File: config.mk
export PLATFORM = sky130hd
export DESIGN_NAME = fact_sequencer
export DESIGN_NICKNAME = d
export VERILOG_FILES = /design/src/rtl/fseq_pkg.sv /design/src/rtl/fseq_timer.sv /design/src/rtl/fact_sequencer.sv
export SDC_FILE = /design/constraint.sdc
export NUM_CORES = 1
export LEC_CHECK = 0
export CORE_MARGIN = 2
export CORE_UTILIZATION = 40
export CTS_BUF_LIST = sky130_fd_sc_hd__clkbuf_8 sky130_fd_sc_hd__clkbuf_16
export DETAILED_ROUTE_END_ITERATION = 10
export PLACE_DENSITY = 0.9
export SLEW_MARGIN = 10
export SYNTH_ARGS = -nofsm -noshare
export SYNTH_HDL_FRONTEND = slang
export SYNTH_SLANG_ARGS = --single-unit
File: constraint.sdc
create_clock -name Clk -period 1.58 [get_ports Clk]
set_input_delay 0.316 -clock Clk [delete_from_list [all_inputs] [get_ports Clk]]
set_output_delay 0.316 -clock Clk [all_outputs]
set_load 0.02 [all_outputs]
File: src/rtl/fseq_pkg.sv
// Shared types and constants for the factorial bus-master sequencer.
package fseq_pkg;

    localparam int unsigned ADDR_W    = 2;
    localparam int unsigned NDATA_W   = 4;
    localparam int unsigned RDATA_W   = 32;
    localparam int unsigned OVF_LIMIT = 12;

    localparam logic [ADDR_W-1:0] ADDR_N      = 2'd0;
    localparam logic [ADDR_W-1:0] ADDR_GO     = 2'd1;
    localparam logic [ADDR_W-1:0] ADDR_STATUS = 2'd2;
    localparam logic [ADDR_W-1:0] ADDR_RESULT = 2'd3;

    typedef enum logic [2:0] {
        IDLE   = 3'd0,
        WR_N   = 3'd1,
        WR_GO  = 3'd2,
        CLR_GO = 3'd3,
        POLL   = 3'd4,
        READ   = 3'd5,
        RESP   = 3'd6
    } state_t;

    // Response channel payload
    typedef struct packed {
        logic [RDATA_W-1:0] data;
        logic               ovf;
        logic               err;
    } resp_t;

    // Accelerator register-port command
    typedef struct packed {
        logic               we;
        logic [ADDR_W-1:0]  a;
        logic [NDATA_W-1:0] d;
    } bus_t;

    // Bus command implied by a state; the sequencer is Moore on the bus side
    function automatic bus_t bus_decode(input state_t s, input logic [NDATA_W-1:0] n);
        bus_t b;
        b = '0;
        case (s)
            WR_N: begin
                b.we = 1'b1;
                b.a  = ADDR_N;
                b.d  = n;
            end
            WR_GO: begin
                b.we = 1'b1;
                b.a  = ADDR_GO;
                b.d  = NDATA_W'(1);
            end
            CLR_GO: begin
                b.we = 1'b1;
                b.a  = ADDR_GO;
            end
            POLL:    b.a = ADDR_STATUS;
            READ:    b.a = ADDR_RESULT;
            default: b = '0;
        endcase
        return b;
    endfunction

endpackage

File: src/rtl/fseq_timer.sv
// Poll-cycle counter for the sequencer's status timeout.
module fseq_timer #(
    parameter int unsigned TIMEOUT = 255
) (
    input  logic Clk,
    input  logic Rst,
    input  logic load,
    input  logic en,
    output logic expired_c
);

    localparam int unsigned CNT_W = $clog2(TIMEOUT + 1);

    logic [CNT_W-1:0] cnt_q;

    // Cleared when polling begins, advanced on every poll that sees no status
    always_ff @(posedge Clk or negedge Rst) begin
        if (!Rst) begin
            cnt_q <= '0;
        end else if (load) begin
            cnt_q <= '0;
        end else if (en) begin
            cnt_q <= cnt_q + CNT_W'(1);
        end
    end

    // High on the last permitted poll cycle
    assign expired_c = (cnt_q == CNT_W'(TIMEOUT - 1));

endmodule

File: src/rtl/fact_sequencer.sv
// Factorial request sequencer: drives the accelerator register port
// (write N, pulse GO, clear GO, poll STATUS, read RESULT) and returns
// the result with overflow/timeout flags.
// Build option: FSEQ_TIMEOUT_EN enables the poll timeout counter; without
// it POLL waits indefinitely and resp_err stays 0.
module fact_sequencer
    import fseq_pkg::*;
#(
    parameter int unsigned TIMEOUT = 255
) (
    input  logic                Clk,
    input  logic                Rst,
    input  logic                req_valid,
    input  logic [NDATA_W-1:0]  req_n,
    output logic                req_ready,
    output logic                resp_valid,
    output logic [RDATA_W-1:0]  resp_data,
    output logic                resp_ovf,
    output logic                resp_err,
    input  logic                resp_ready,
    output logic                acc_we,
    output logic [ADDR_W-1:0]   acc_a,
    output logic [NDATA_W-1:0]  acc_d,
    input  logic [RDATA_W-1:0]  acc_rd
);

    if ((TIMEOUT == 0) || (TIMEOUT > 65535)) begin : g_timeout_range
        $error("fact_sequencer: TIMEOUT must lie in 1..65535");
    end

    state_t               state_q, state_d;
    logic [NDATA_W-1:0]   n_q, n_d;
    resp_t                pay_q, pay_d;
    bus_t                 bus_q, bus_d;
    logic                 req_ready_q, req_ready_d;
    logic                 resp_valid_q, resp_valid_d;

`ifdef FSEQ_TIMEOUT_EN
    logic tmr_load;
    logic tmr_en;
    logic tmr_expired_c;

    fseq_timer #(
        .TIMEOUT (TIMEOUT)
    ) u_timer (
        .Clk       (Clk),
        .Rst       (Rst),
        .load      (tmr_load),
        .en        (tmr_en),
        .expired_c (tmr_expired_c)
    );
`endif

    // State, operand, response payload and registered port outputs
    always_ff @(posedge Clk or negedge Rst) begin
        if (!Rst) begin
            state_q      <= IDLE;
            n_q          <= '0;
            pay_q        <= '0;
            bus_q        <= '0;
            req_ready_q  <= 1'b1;
            resp_valid_q <= 1'b0;
        end else begin
            state_q      <= state_d;
            n_q          <= n_d;
            pay_q        <= pay_d;
            bus_q        <= bus_d;
            req_ready_q  <= req_ready_d;
            resp_valid_q <= resp_valid_d;
        end
    end

    // Next state, payload updates, and outputs decoded from the next state
    always_comb begin
        state_d = state_q;
        n_d     = n_q;
        pay_d   = pay_q;
`ifdef FSEQ_TIMEOUT_EN
        tmr_load = 1'b0;
        tmr_en   = 1'b0;
`endif
        case (state_q)
            IDLE: begin
                if (req_valid) begin
                    n_d       = req_n;
                    pay_d.ovf = (req_n > NDATA_W'(OVF_LIMIT));
                    state_d   = WR_N;
                end
            end
            WR_N:  state_d = WR_GO;
            WR_GO: state_d = CLR_GO;
            CLR_GO: begin
`ifdef FSEQ_TIMEOUT_EN
                tmr_load = 1'b1;
`endif
                state_d = POLL;
            end
            POLL: begin
                // Status wins over an expiring timer on the same cycle
                if (acc_rd[0]) begin
                    state_d = READ;
                end
`ifdef FSEQ_TIMEOUT_EN
                else if (tmr_expired_c) begin
                    pay_d.err  = 1'b1;
                    pay_d.data = '0;
                    state_d    = RESP;
                end else begin
                    tmr_en = 1'b1;
                end
`endif
            end
            READ: begin
                pay_d.data = acc_rd;
                pay_d.err  = 1'b0;
                state_d    = RESP;
            end
            RESP: begin
                if (resp_ready) begin
                    state_d = IDLE;
                end
            end
            default: state_d = IDLE;
        endcase

        bus_d        = bus_decode(state_d, n_d);
        req_ready_d  = (state_d == IDLE);
        resp_valid_d = (state_d == RESP);
    end

    assign req_ready  = req_ready_q;
    assign resp_valid = resp_valid_q;
    assign resp_data  = pay_q.data;
    assign resp_ovf   = pay_q.ovf;
    assign resp_err   = pay_q.err;
    assign acc_we     = bus_q.we;
    assign acc_a      = bus_q.a;
    assign acc_d      = bus_q.d;

endmodule
=== After elaboration in Yosys (flattened, before gate mapping) ===
Cells that the tools add are included.

* Bits of input ports: 40
* Word-level logic and storage cells: 36
* Register bits after elaboration: 49
* Output and inout port bits: 43

* Muxes and demuxes: 9
* Equal/unequal tests: 12
* Reductions and logical operators: 5
* Magnitude comparators: 1

{| class="wikitable"
|+ Operators by type and width
! kind !! number
|-
| 3-bit case mux with 7 select lines || 1
|-
| 3-bit == test, second input constant || 6
|-
| 3-bit by 2-bit == test with 1-bit output, second input constant || 4
|-
| 3-bit 2-to-1 mux || 3
|-
| 4-bit 2-to-1 mux || 2
|-
| 4-bit case mux with 2 select lines || 1
|-
| 3-bit by 1-bit == test with 1-bit output, second input constant || 2
|-
| 3-bit logical NOT || 2
|-
| 2-bit case mux with 3 select lines || 1
|-
| 4-bit > comparator, second input constant || 1
|-
| 3-bit OR reduction || 1
|-
| 2-bit AND reduction || 1
|-
| 2-bit OR reduction || 1
|-
| 1-bit 2-to-1 mux || 1
|}

=== Logic depth before layout (Yosys ltp) ===
Gate-level depths: netlist of the first run.

* Word-level depth: 5
* Gate-level depth with buffers: 3
* Gate-level depth less buffers: 2

=== Worst setup path after synthesis of the first run ===
OpenSTA, ideal clock, no wires.

* Kind: register to register
* Start: register state_q[2]
* End: register bus_q, in the netlist acc_a[0]
* Arrival: 1.172 ns
* Stages on the path, launching flop included: 4
* Setup time: 0.087 ns
* Clock period less this slack: 1.259 ns
* Path slack: 0.321 ns
* Buffers on the path: 1
* Required time: 1.493 ns
* Cells stage by stage: dfrtp_1 clkbuf_1 or3b_2 o211ai_1

{| class="wikitable"
|+ RTL lines
! what !! RTL line !! source
|-
| start: declaration || fact_sequencer.sv:31 || <nowiki>state_t state_q, state_d;</nowiki>
|-
| start signal: assignment || fact_sequencer.sv:64 || <nowiki>state_q <= state_d;</nowiki>
|-
| end signal: assignment || fact_sequencer.sv:67 || <nowiki>bus_q <= bus_d;</nowiki>
|-
| end: declaration || fact_sequencer.sv:34 || <nowiki>bus_t bus_q, bus_d;</nowiki>
|}

=== Final worst setup path of the first run ===
* Start: register bus_q, in the netlist acc_d[1]
* End: output acc_d[1]

{| class="wikitable"
|+ RTL lines
! what !! RTL line !! source
|-
| end: declaration || fact_sequencer.sv:23 || <nowiki>output logic [NDATA_W-1:0] acc_d,</nowiki>
|}

No word-level cell between the ends.

==> results of run 1 <==
[repair_timing]
| action | CTS | global route |
|---|---|---|
| hold buffers | 1 | 0 |
| resized for setup | 13 | 25 |
| hold endpoints to repair | 16 | 0 |
| endpoints found under the setup margin | 13 | 25 |
| cloned | 0 | 0 |
[Yosys cell counts (all sizes together)]
| cell type | instances |
|---|---|
| a211oi | 1 |
| a21oi | 3 |
| a22o | 2 |
| and2 | 4 |
| buf | 6 |
| clkbuf | 1 |
| conb | 1 |
| dfrtp | 44 |
| dfstp | 1 |
| inv | 2 |
| mux2 | 32 |
| mux2i | 1 |
| nand2b | 2 |
| nand3b | 2 |
| nor2 | 1 |
| nor2b | 1 |
| nor3 | 2 |
| nor4b | 1 |
| o211ai | 2 |
| o21ai | 3 |
| o21bai | 1 |
| or3b | 2 |
| or4 | 1 |
| or4bb | 1 |
[power by group through the flow]
stage / clock network (mW) / registers (mW) / logic (mW)
after floorplan: 0 / 2.66 / 0.850
after global placement: 0 / 1.97 / 2.83
after detailed placement: 0 / 2.01 / 2.87
after CTS: 1.02 / 1.99 / 2.76
after global routing: 1.07 / 2.04 / 2.83
final: 0.998 / 1.96 / 2.66
[layer usage]
layer	wire (µm)	up-vias	global-route usage [%]
met5	0	-	0
met3	273	4	6.125
met4	24	0	3.774
li1	-	583	-
met1	1343	594	16.60
met2	1924	41	26.94
[final cells by class]
| cell class | instances | share of cell area, % |
|---|---|---|
| clock buffers | 5 | 2.410 |
| flip-flops and latches | 45 | 39.48 |
| multi-input cells | 63 | 20.90 |
| inverters | 2 | 0.2629 |
| clock inverters | 3 | 2.279 |
| repair buffers | 87 | 32.38 |
| well taps | 52 | 2.279 |
[worst min-delay path by stage]
stage	depth (start not counted)	startpoint	endpoint
after floorplan	0	Rst	acc_a[0]
after global placement	1	Rst	resp_data[0]
after detailed placement	1	Rst	resp_data[0]
after CTS	2	Rst	resp_data[0]
after global routing	2	Rst	resp_data[0]
final	1	resp_data[3]	resp_data[3]
[registers in the layout, summed over array words and instances, names as in the netlist]
signal      cells
resp_data      32
acc_d           4
state_q         3
acc_a           2
acc_we          1
req_ready       1
resp_ovf        1
resp_valid      1
[cell families after synthesis]
kind of cell	Yosys count	synth area share [%]
and+or+nand+nor	17	8.175
DFF	45	63.50
other	1	0.2112
buffers and inverters	9	2.889
muxes	33	20.86
AOI/OAI and AO/OA	12	4.369
[per-stage QoR]
stage / worst slack, ps / total power, mW / hold slack (ps)
after detailed placement: 119.8 / 4.889 / 275.8
after CTS: 0.5659 / 5.775 / 486.7
after global routing: 3.340 / 5.944 / 507.6
after global placement: 168.1 / 4.803 / 279.2
final: 46.89 / 5.621 / 491.8
after floorplan: 321.2 / 3.507 / 20.41
==> impl_summary.md, run 1 <==
Clock tree
The maximum buffer depth of the clock tree is 2. The deepest level of the CTS H-tree is 2. After clock tree synthesis, the clock-pin slew on the worst setup and hold paths is about 80 ps. The number of clock sinks is 45. The later pin in the worst-skew pair is clocked with a latency of slightly below 300 ps. The TritonCTS buffer count is 5. Once the clock tree was built, the setup fixing pass inserted 0 buffers. TritonCTS built the clock tree. The tree is rooted in a sky130_fd_sc_hd__clkbuf_8.

Logic synthesis
Ranked by total cell area, the synthesized netlist is headed by sky130_fd_sc_hd__dfrtp_1, sky130_fd_sc_hd__mux2_2, sky130_fd_sc_hd__mux2_1. The biggest area contributor in the post-synthesis netlist is sky130_fd_sc_hd__dfrtp_1. The synthesized netlist occupies a cell area of 1775 µm². The synthesized design contains 45 register bits. After synthesis, flip-flops and latches occupy 63.50% of the total area. Each instance of the synthesized netlist takes up on average approximately 15 µm². The number of instances in the synthesized netlist is 117.

The number of warnings printed during yosys synthesis is 0. The number of library cell types mapped by synthesis is 27. The net count after synthesis is about 160. The area fraction of the dominant cell type after synthesis is 62.02%.

STA
The highest clock frequency the design can meet is roughly 0.65 GHz. Setup total negative slack on the finished layout was measured at 0 ps. Setup repair after global routing left no endpoint under its margin. Subtracting the final worst setup slack from the clock period gives 1533 ps.

Clock skew on the completed layout was measured at 2.490 ps. The max-slew violation total from the final report was 0. The final critical-path share of the clock period is a little over nine tenths. Setup violations remaining at the end of the flow were counted as 0. The number of failing hold endpoints at the final stage is 0.

Floorplan
The die covers roughly 5000 µm². The number of placed I/O pins is 83. In this run the standard cell core region covers 4324 µm². The overall die height is 70.63 µm. The total number of placement rows is 24.

The initial core utilization is 41.06%. The die is 70.63 µm wide.

Placement
The count of buffers added on input and output ports is 81. Including well taps, the total number of placed cells is 248. The weighted congestion reported at the end of routability-driven placement is 0.7258.

The placed cell area is 2665 µm². The HPWL after detailed placement is between 2000 and 3000 µm.

Power
The relative contribution of combinational cells to total power is 47.3%. The proportion of power drawn by the clock network is 17.7%. The internal portion of the total power is about 3.7 mW.

For this design the total switching power over the nets is between 1.5 and 2 mW. The power per cell area is 1969 nW/µm². In this run the static leakage power is 1.464 nW. The part of the total power dissipated in sequential elements is 34.9%. Across the VDD grid, the largest voltage drop is 1.035 mV. The proportion of total power due to net switching is 34.25%.

Routing
The total wirelength of the detailed-routed design is 3566 µm. The number of DRC violations after detailed-routing iteration 0 is 61. The number of design rule violations left after detail routing is 0. The per-cell routed wire length is ~14 µm. In the routed layout, each cell is associated on average with a via count of 4.755.

The via count is between 1000 and 1500. Once detail routing completed, the nets flagged for antenna violations numbered 0. The number of detailed-routing iterations run before antenna repair is 4.

Worst setup path
The cell count along the critical path is 1. At the worst endpoint, the required time is 1260 ps. The capture instance of the worst register-to-register path is resp_data[7]. The critical path start-end classification is reg -> out. Traced cell by cell, the critical path runs through clkdlybuf4s50_1. The reg-to-reg critical path startpoint is state_q[0]. The kind of start point of the critical path is a flop. The kind of cell with the highest combined delay along the critical path is buffers and inverters.

The arrival time at the worst endpoint is 1220 ps. In this design, the stage delay of the slowest critical-path cell is 600 ps. The setup check on the worst reg-to-reg path leaves a slack of 220 ps. The nature of the critical path endpoint is a primary output. For this design, the slowest cell found on the critical path is sky130_fd_sc_hd__clkdlybuf4s50_1. The start point of the critical path is acc_d[1]. Counting cells, the worst reg-to-reg path comes to 3.

The most critical setup path has its endpoint at acc_d[1]. The total buffers and inverters traversed by the critical path is 1. Along the worst path, the maximum fanout reaches 1.

Global route
The number of global-route vias before repair is 1316. Summed over all layers, the global routing overflow is 0. The number of antenna violations at the first check in global routing is 0. The first global-routing pass estimated 5858 µm of wire. The pin count of the biggest net entering global routing is 29. The total global routing track utilization is 15.01%.

Layout
The final layout contains 244 nets. The count of antenna diodes in the layout is 0. The finished cells cover 2855 µm². Compared with the post-synthesis result, the final layout area differs by 60.82%. Summing all flip-flop and latch instances after layout gives 1127 µm². In the final layout, the multi-input gates occupy 596.8 µm². Leaving out fill and tap cells, the most frequent cells in the layout are sky130_fd_sc_hd__dfrtp_1, sky130_fd_sc_hd__clkdlybuf4s50_1, sky130_fd_sc_hd__mux2_2.

Leaving out fill and tap cells, the most frequent cell in the layout is sky130_fd_sc_hd__dfrtp_1. The ratio of cells with drive above 1 in the final layout is 23.41%. Excluding fillers, the count of instances in the completed layout stands at roughly 260. The utilization after layout is 66.03%. After filler insertion, the fill cell instance count of the layout stands at 339.

Hold path
In this run the worst hold path is classified as reg -> reg.

Status
The run finished with clean final reports.

Job
The max-capacitance violation count is 0.
Note: power is estimated with default switching activity, not from simulation.
==> run 2: changes to the inputs <==
==> constraint.sdc (replaced) <==
create_clock -name Clk -period 1.58 [get_ports Clk]
set_input_delay 0.316 -clock Clk [delete_from_list [all_inputs] [get_ports Clk]]
set_output_delay 0.316 -clock Clk [all_outputs]
set_load 0.1 [all_outputs]
==> impl_summary.md, run 2 (synthesized netlist as in run 1, its figures left out) <==
Global route
The total global routing track utilization is 17.54%. The first global-routing pass estimated 6617 µm of wire. The number of antenna violations at the first check in global routing is 0. The total global routing overflow is 0.

The number of global-route vias before repair was between 1000 and 1500. The pin count of the biggest net entering global routing is 33.

Clock tree
In this run, post-CTS repair resized a total of 0 instances. Clock latency on the worst-skew pair, taken at its later pin, is 290 ps. Counting along the longest clock path gives a buffer depth of 2. In this run the clock root is driven by a sky130_fd_sc_hd__clkbuf_8. The TritonCTS clock tree is done. The deepest level of the CTS H-tree is 2.

After clock tree synthesis, the clock-pin slew on the worst setup and hold paths is 80 ps. The total setup buffers inserted after CTS is 0. The TritonCTS buffer count is 5. After clock tree synthesis, the flow added hold-fix buffers numbering 1.

The tree built by TritonCTS fans out to 45 sinks.

STA
For this run, the top clock speed supported by timing is 0.7082 GHz. The number of failing hold endpoints at the final stage is 0. Setup violations remaining at the end of the flow were counted as 0.

The final critical-path share of the clock period is between 80% and 90%. Setup repair after global routing left no endpoint under its margin. Subtracting the final worst setup slack from the clock period gives around 1400 ps.

The max-slew violation total from the final report was 0. The setup clock skew after layout is ~4.2 ps. Once routing completed, OpenROAD measured the worst setup slack at 168.0 ps. For the final routed database, the setup TNS stands at 0 ps.

Routing
The routed design has 3980 µm of wire. The number of design rule violations left after detail routing is 0. The pre-antenna-repair detailed-routing pass consisted of 4 iterations. The number of DRC violations after detailed-routing iteration 0 is 60. Dividing the detail-routed wire length by the instance count gives 15.49 µm. Once detail routing completed, the nets flagged for antenna violations numbered 0. The number of vias per cell is 4.837. Across all layers, the routed design uses 1243 vias.

Worst setup path
For the worst flop-to-flop path, the logic depth is 2. The critical path data required time is approximately 1800 ps. In this design, the stage delay of the slowest critical-path cell is between 400 and 500 ps. The kind of start point of the critical path is a flop. The nature of the critical path endpoint is a flop.

The worst setup slack for register-to-register paths is 170 ps. The largest fanout on the critical path is 32. The signal on the critical path passes through nand3b_4, mux2_1. The arrival time at the worst endpoint is 1590 ps.

Following the worst setup path forward leads to its endpoint at resp_data[5]. The top cell family by delay on the critical path is simple AND/OR/NAND/NOR gates. In this run the worst setup path begins at state_q[1]. The critical path crosses 2 cells after its start point.

The critical path start-end classification is reg -> reg. The total buffers and inverters traversed by the critical path is 0. The reg-to-reg critical path startpoint is state_q[1]. The capture instance of the worst register-to-register path is resp_data[5].

The largest individual stage delay along the critical path comes from the cell sky130_fd_sc_hd__nand3b_4.

Floorplan
In this run the core area contains 24 standard-cell rows. The die is roughly 71 µm wide. The die covers ~5000 µm². The floorplan step defined a core boundary enclosing ~4300 µm².

The number of placed I/O pins is 83. From bottom edge to top edge, the die measures ~70 µm. The initial utilization of the core area, before any placement, comes to 41.06%.

Status
The run finished with clean final reports.

Placement
At the end of routability-driven placement, the weighted congestion stood at 0.8169. OpenSTA, run right after detailed placement, puts the worst setup slack at 90.17 ps. The total half-perimeter wirelength after legalization and detailed placement is 3044 µm. The count of buffers from port buffering is 81.

Layout
The area growth from synthesis to final layout is 78.65%. The library cells used most frequently in the layout, excluding fill and tap cells, are sky130_fd_sc_hd__dfrtp_1, sky130_fd_sc_hd__buf_12, sky130_fd_sc_hd__clkdlybuf4s50_1. The net count of the finished layout is 244. The register with the most flip-flops in the layout has 32 of them.

The number of antenna diodes in the final layout is 0. The ratio of cells with drive above 1 in the final layout is 43.90%. The most common cell after layout, fill and taps aside is sky130_fd_sc_hd__dfrtp_1.

Hold path
The path category of the worst min-delay check is in -> async.

Job
The max-capacitance violation count is 0.
-- run 2: cell types whose count changed in the layout (fill, tap and decap cells not counted) --
cell                              before  now
sky130_fd_sc_hd__buf_4                 3    5
sky130_fd_sc_hd__clkbuf_8              5    7
sky130_fd_sc_hd__dlygate4sd2_1        13    0
sky130_fd_sc_hd__buf_12                2   42
sky130_fd_sc_hd__dlymetal6s2s_1       25    0
sky130_fd_sc_hd__bufinv_16             2    0
sky130_fd_sc_hd__clkdlybuf4s50_1      42   38
-- run 2: final cells by class --
cell class                      instances  area, µm²
Clock buffer                            7      96.34
Clock inverter                          1      5.005
Fill cell                             278       1152
Inverter                                2      7.507
Multi-Input combinational cell         63      596.8
Sequential cell                        45       1127
Tap cell                               52      65.06
Timing Repair Buffer                   87       1274
-- run 2: through the flow --
stage / instances / hold WS (ps) / utilization [%] / area [µm²]
6_report: 257 / 450.2 / 73.35 / 3172
5_1_grt: 257 / 462.4 / 73.35 / 3172
4_1_cts: 257 / 442.0 / 73.35 / 3172
3_5_place_dp: 248 / 236.9 / 70.78 / 3060
3_3_place_gp: 248 / 242.0 / 70.78 / 3060
2_1_floorplan: 117 / 20.41 / - / 1775
-- run 2: worst min-delay path by stage --
stage	from	end	slack (ps)	depth (start not counted)
finish	Rst	resp_data[0]	450	2
global placement	Rst	resp_data[0]	240	1
detailed placement	Rst	resp_valid	240	1
floorplan	Rst	acc_a[0]	20	0
CTS	Rst	resp_data[1]	440	2
global route	Rst	resp_valid	460	2
-- run 2: per-layer routing --
metal,wire length [µm],global-route usage [%],up-vias
li1,-,-,583
met5,0,0,-
met3,304,7.550,4
met2,2170,29.45,42
met4,31,5.660,0
met1,1473,20.44,614
-- run 2: worst register-to-register path, delay by kind of cell, from the launching register on --
family           cells  cell delay, ps
and+or+nand+nor      1             460
DFF                  1             380
muxes                1             460
Power of run 2 is left out: the tool's default activity adds up to more than one toggle a clock period on the data nets, which glitch-free logic cannot reach.
==> patch: new RTL, config.mk and constraints of run 1 <==
The 7 states of `state_t` get a one-hot encoding in 7 bits.
--- a/src/rtl/fseq_pkg.sv
+++ b/src/rtl/fseq_pkg.sv
@@ -11,14 +11,14 @@
     localparam logic [ADDR_W-1:0] ADDR_STATUS = 2'd2;
     localparam logic [ADDR_W-1:0] ADDR_RESULT = 2'd3;
 
-    typedef enum logic [2:0] {
-        IDLE   = 3'd0,
-        WR_N   = 3'd1,
-        WR_GO  = 3'd2,
-        CLR_GO = 3'd3,
-        POLL   = 3'd4,
-        READ   = 3'd5,
-        RESP   = 3'd6
+    typedef enum logic [6:0] {
+        IDLE   = 7'b0000001,
+        WR_N   = 7'b0000010,
+        WR_GO  = 7'b0000100,
+        CLR_GO = 7'b0001000,
+        POLL   = 7'b0010000,
+        READ   = 7'b0100000,
+        RESP   = 7'b1000000
     } state_t;
 
     // Response channel payload
Behaviour: no difference found for any inputs over 10 cycles, from zero or initial values and one cycle with Rst low; not proved beyond that.
==> patch against run 1 <==
- combinational power fell by 45%
- synthesized area increased by 22%
- design area grew 13%
- power decreased by 32%
- global-route usage rose by 0.81 points
- routed wire length is 34% higher
- die area grew 21%
- setup slack got worse by 0.035 ns
- sequential cell count increased by 4
- largest cell class unchanged
- largest power group is now registers
- highest routed layer unchanged
==> patch: results <==
group,metric,value,unit
grt,first_global_vias,1565,
finish,final_nets,285,
grt,pin_count_of_the_biggest_net_entering_global_routing,32,
drt,via_count,1532,
drt,met2WireLength,2430,um
drt,routed_wirelength,4770,um
place,dp_hpwl,3440,um
drt,drtIter0Drc,67,
critical_path,crit_start,"state_q[0]",
cts,ctsHoldBuffers,1,
finish,fill_cells,411,
cts,cts_post_setup_buffers_inserted,0,
drt,met3WireLength,262,um
cts,clockRootBuffer,"sky130_fd_sc_hd__clkbuf_8",
drt,drt-met1-wl,2060,um
critical_path,setup.worst_path.end_class,"flop",
place,detailedPlace.worstSlack,0.0519,ns
yosys,ys_types,35,
grt,gr-usage-all-layers,15.8,%
timing,skew,0.00284,ns
power_and_ir_drop,vdd.ir_drop.worst,865,uV
yosys,cells_taking_the_most_area_after_synthesis,"sky130_fd_sc_hd__dfrtp_1 (54%), sky130_fd_sc_hd__mux2_4 (21%), sky130_fd_sc_hd__dfstp_2 (2.4%)",
power_and_ir_drop,cellLeakagePower,1.63,nW
yosys,top_cells_by_instance_count_after_synthesis,"sky130_fd_sc_hd__dfrtp_1 (47), sky130_fd_sc_hd__mux2_4 (30)",
critical_path,crit_path_dat,1.79,ns
critical_path,worst_flop_to_flop_path_endpoint,"req_ready",
grt,grt_first_pass_wirelength,7550,um
finish,n_antenna_cell,0,
yosys,ys_warn_count,0,
critical_path,reg2regPathDepth,3,
place,globalplace.congestion,0.865,
timing,final_critical_path_setup_slack,0.0119,ns
yosys,synth_nets,191,
yosys,proportion_of_synthesized_chip_area_in_sequential_cells,56.5,%
cts,cts-resized-gates,27,
status,outcome,"finished clean",
critical_path,path_max_fanout,8,
finish,final_layout_size_suffix_gt1_share,27.6,%
[patch: changes by cell type after synthesis, moves of 4 or more]
cell                      before  now
sky130_fd_sc_hd__buf_6         0    4
sky130_fd_sc_hd__mux2_2       29    2
sky130_fd_sc_hd__mux2_4        0   30
sky130_fd_sc_hd__nand2_1       0    5
sky130_fd_sc_hd__nor2_1        1    5
[patch: how the worst min path moves through the flow]
| stage | start | end | slack, ns |
|---|---|---|---|
| 2_1_floorplan | Rst | acc_a[0] | 0.02 |
| 3_3_place_gp | Rst | resp_data[23] | 0.29 |
| 3_5_place_dp | Rst | resp_data[23] | 0.30 |
| 4_1_cts | resp_data[14] | resp_data[14] | 0.51 |
| 5_1_grt | resp_data[4] | resp_data[4] | 0.52 |
| 6_report | resp_data[4] | resp_data[4] | 0.51 |
[patch: area by class of cell]
| cell class | count | area, sq um | area share, % |
|---|---|---|---|
| Tap cell | 70 | 87.6 | 2.70 |
| Multi-Input combinational cell | 89 | 873 | 27.0 |
| Sequential cell | 49 | 1230 | 38.0 |
| Clock buffer | 5 | 68.8 | 2.12 |
| Inverter | 4 | 15.0 | 0.463 |
| Timing Repair Buffer | 96 | 943 | 29.1 |
| Clock inverter | 3 | 21.3 | 0.657 |
[patch: logic make-up (layout without fill, tap and decap cells)]
kind of cell	count (synthesis)	after routing	share of synthesized area, %
other	1	1	0.172
buffers and inverters	13	108	4.26
flip-flops	49	49	56.5
AND/OR/NAND/NOR	38	38	11.6
XOR/XNOR	2	2	0.806
multiplexers	34	34	22.7
AO/OA/AOI/OAI	14	14	4.03
[patch: power breakdown]
part | total, mW | switching (mW) | internal (mW)
Combinational | 1.47 | 0.707 | 0.762
Clock | 0.726 | 0.412 | 0.314
Sequential | 1.64 | 0.136 | 1.51
Total | 3.84 | 1.26 | 2.58
[patch: stage by stage]
stage          instances  utilization [%]  power (mW)  setup TNS (ns)  instance area, sq um
2_1_floorplan        151                -        2.50               0                  2170
3_3_place_gp         307             60.3        3.18               0                  3120
3_5_place_dp         307             60.3        3.21               0                  3120
4_1_cts              316             61.6        3.87               0                  3190
5_1_grt              316             62.6        4.08          -0.681                  3240
6_report             316             62.6        3.84               0                  3240
[patch: per-layer routing]
metal  GRT usage, %  vias up
li1               -      719
met1           20.0      750
met2           27.2       59
met3           4.30        4
met4           3.21        0
met5              0        -
[patch: critical path, cell delays in order (launching register included)]
cell and delay, ns:
sky130_fd_sc_hd__dfstp_2 0.41, sky130_fd_sc_hd__or4_4 0.57, sky130_fd_sc_hd__o32a_1 0.38, sky130_fd_sc_hd__o22ai_1 0.14
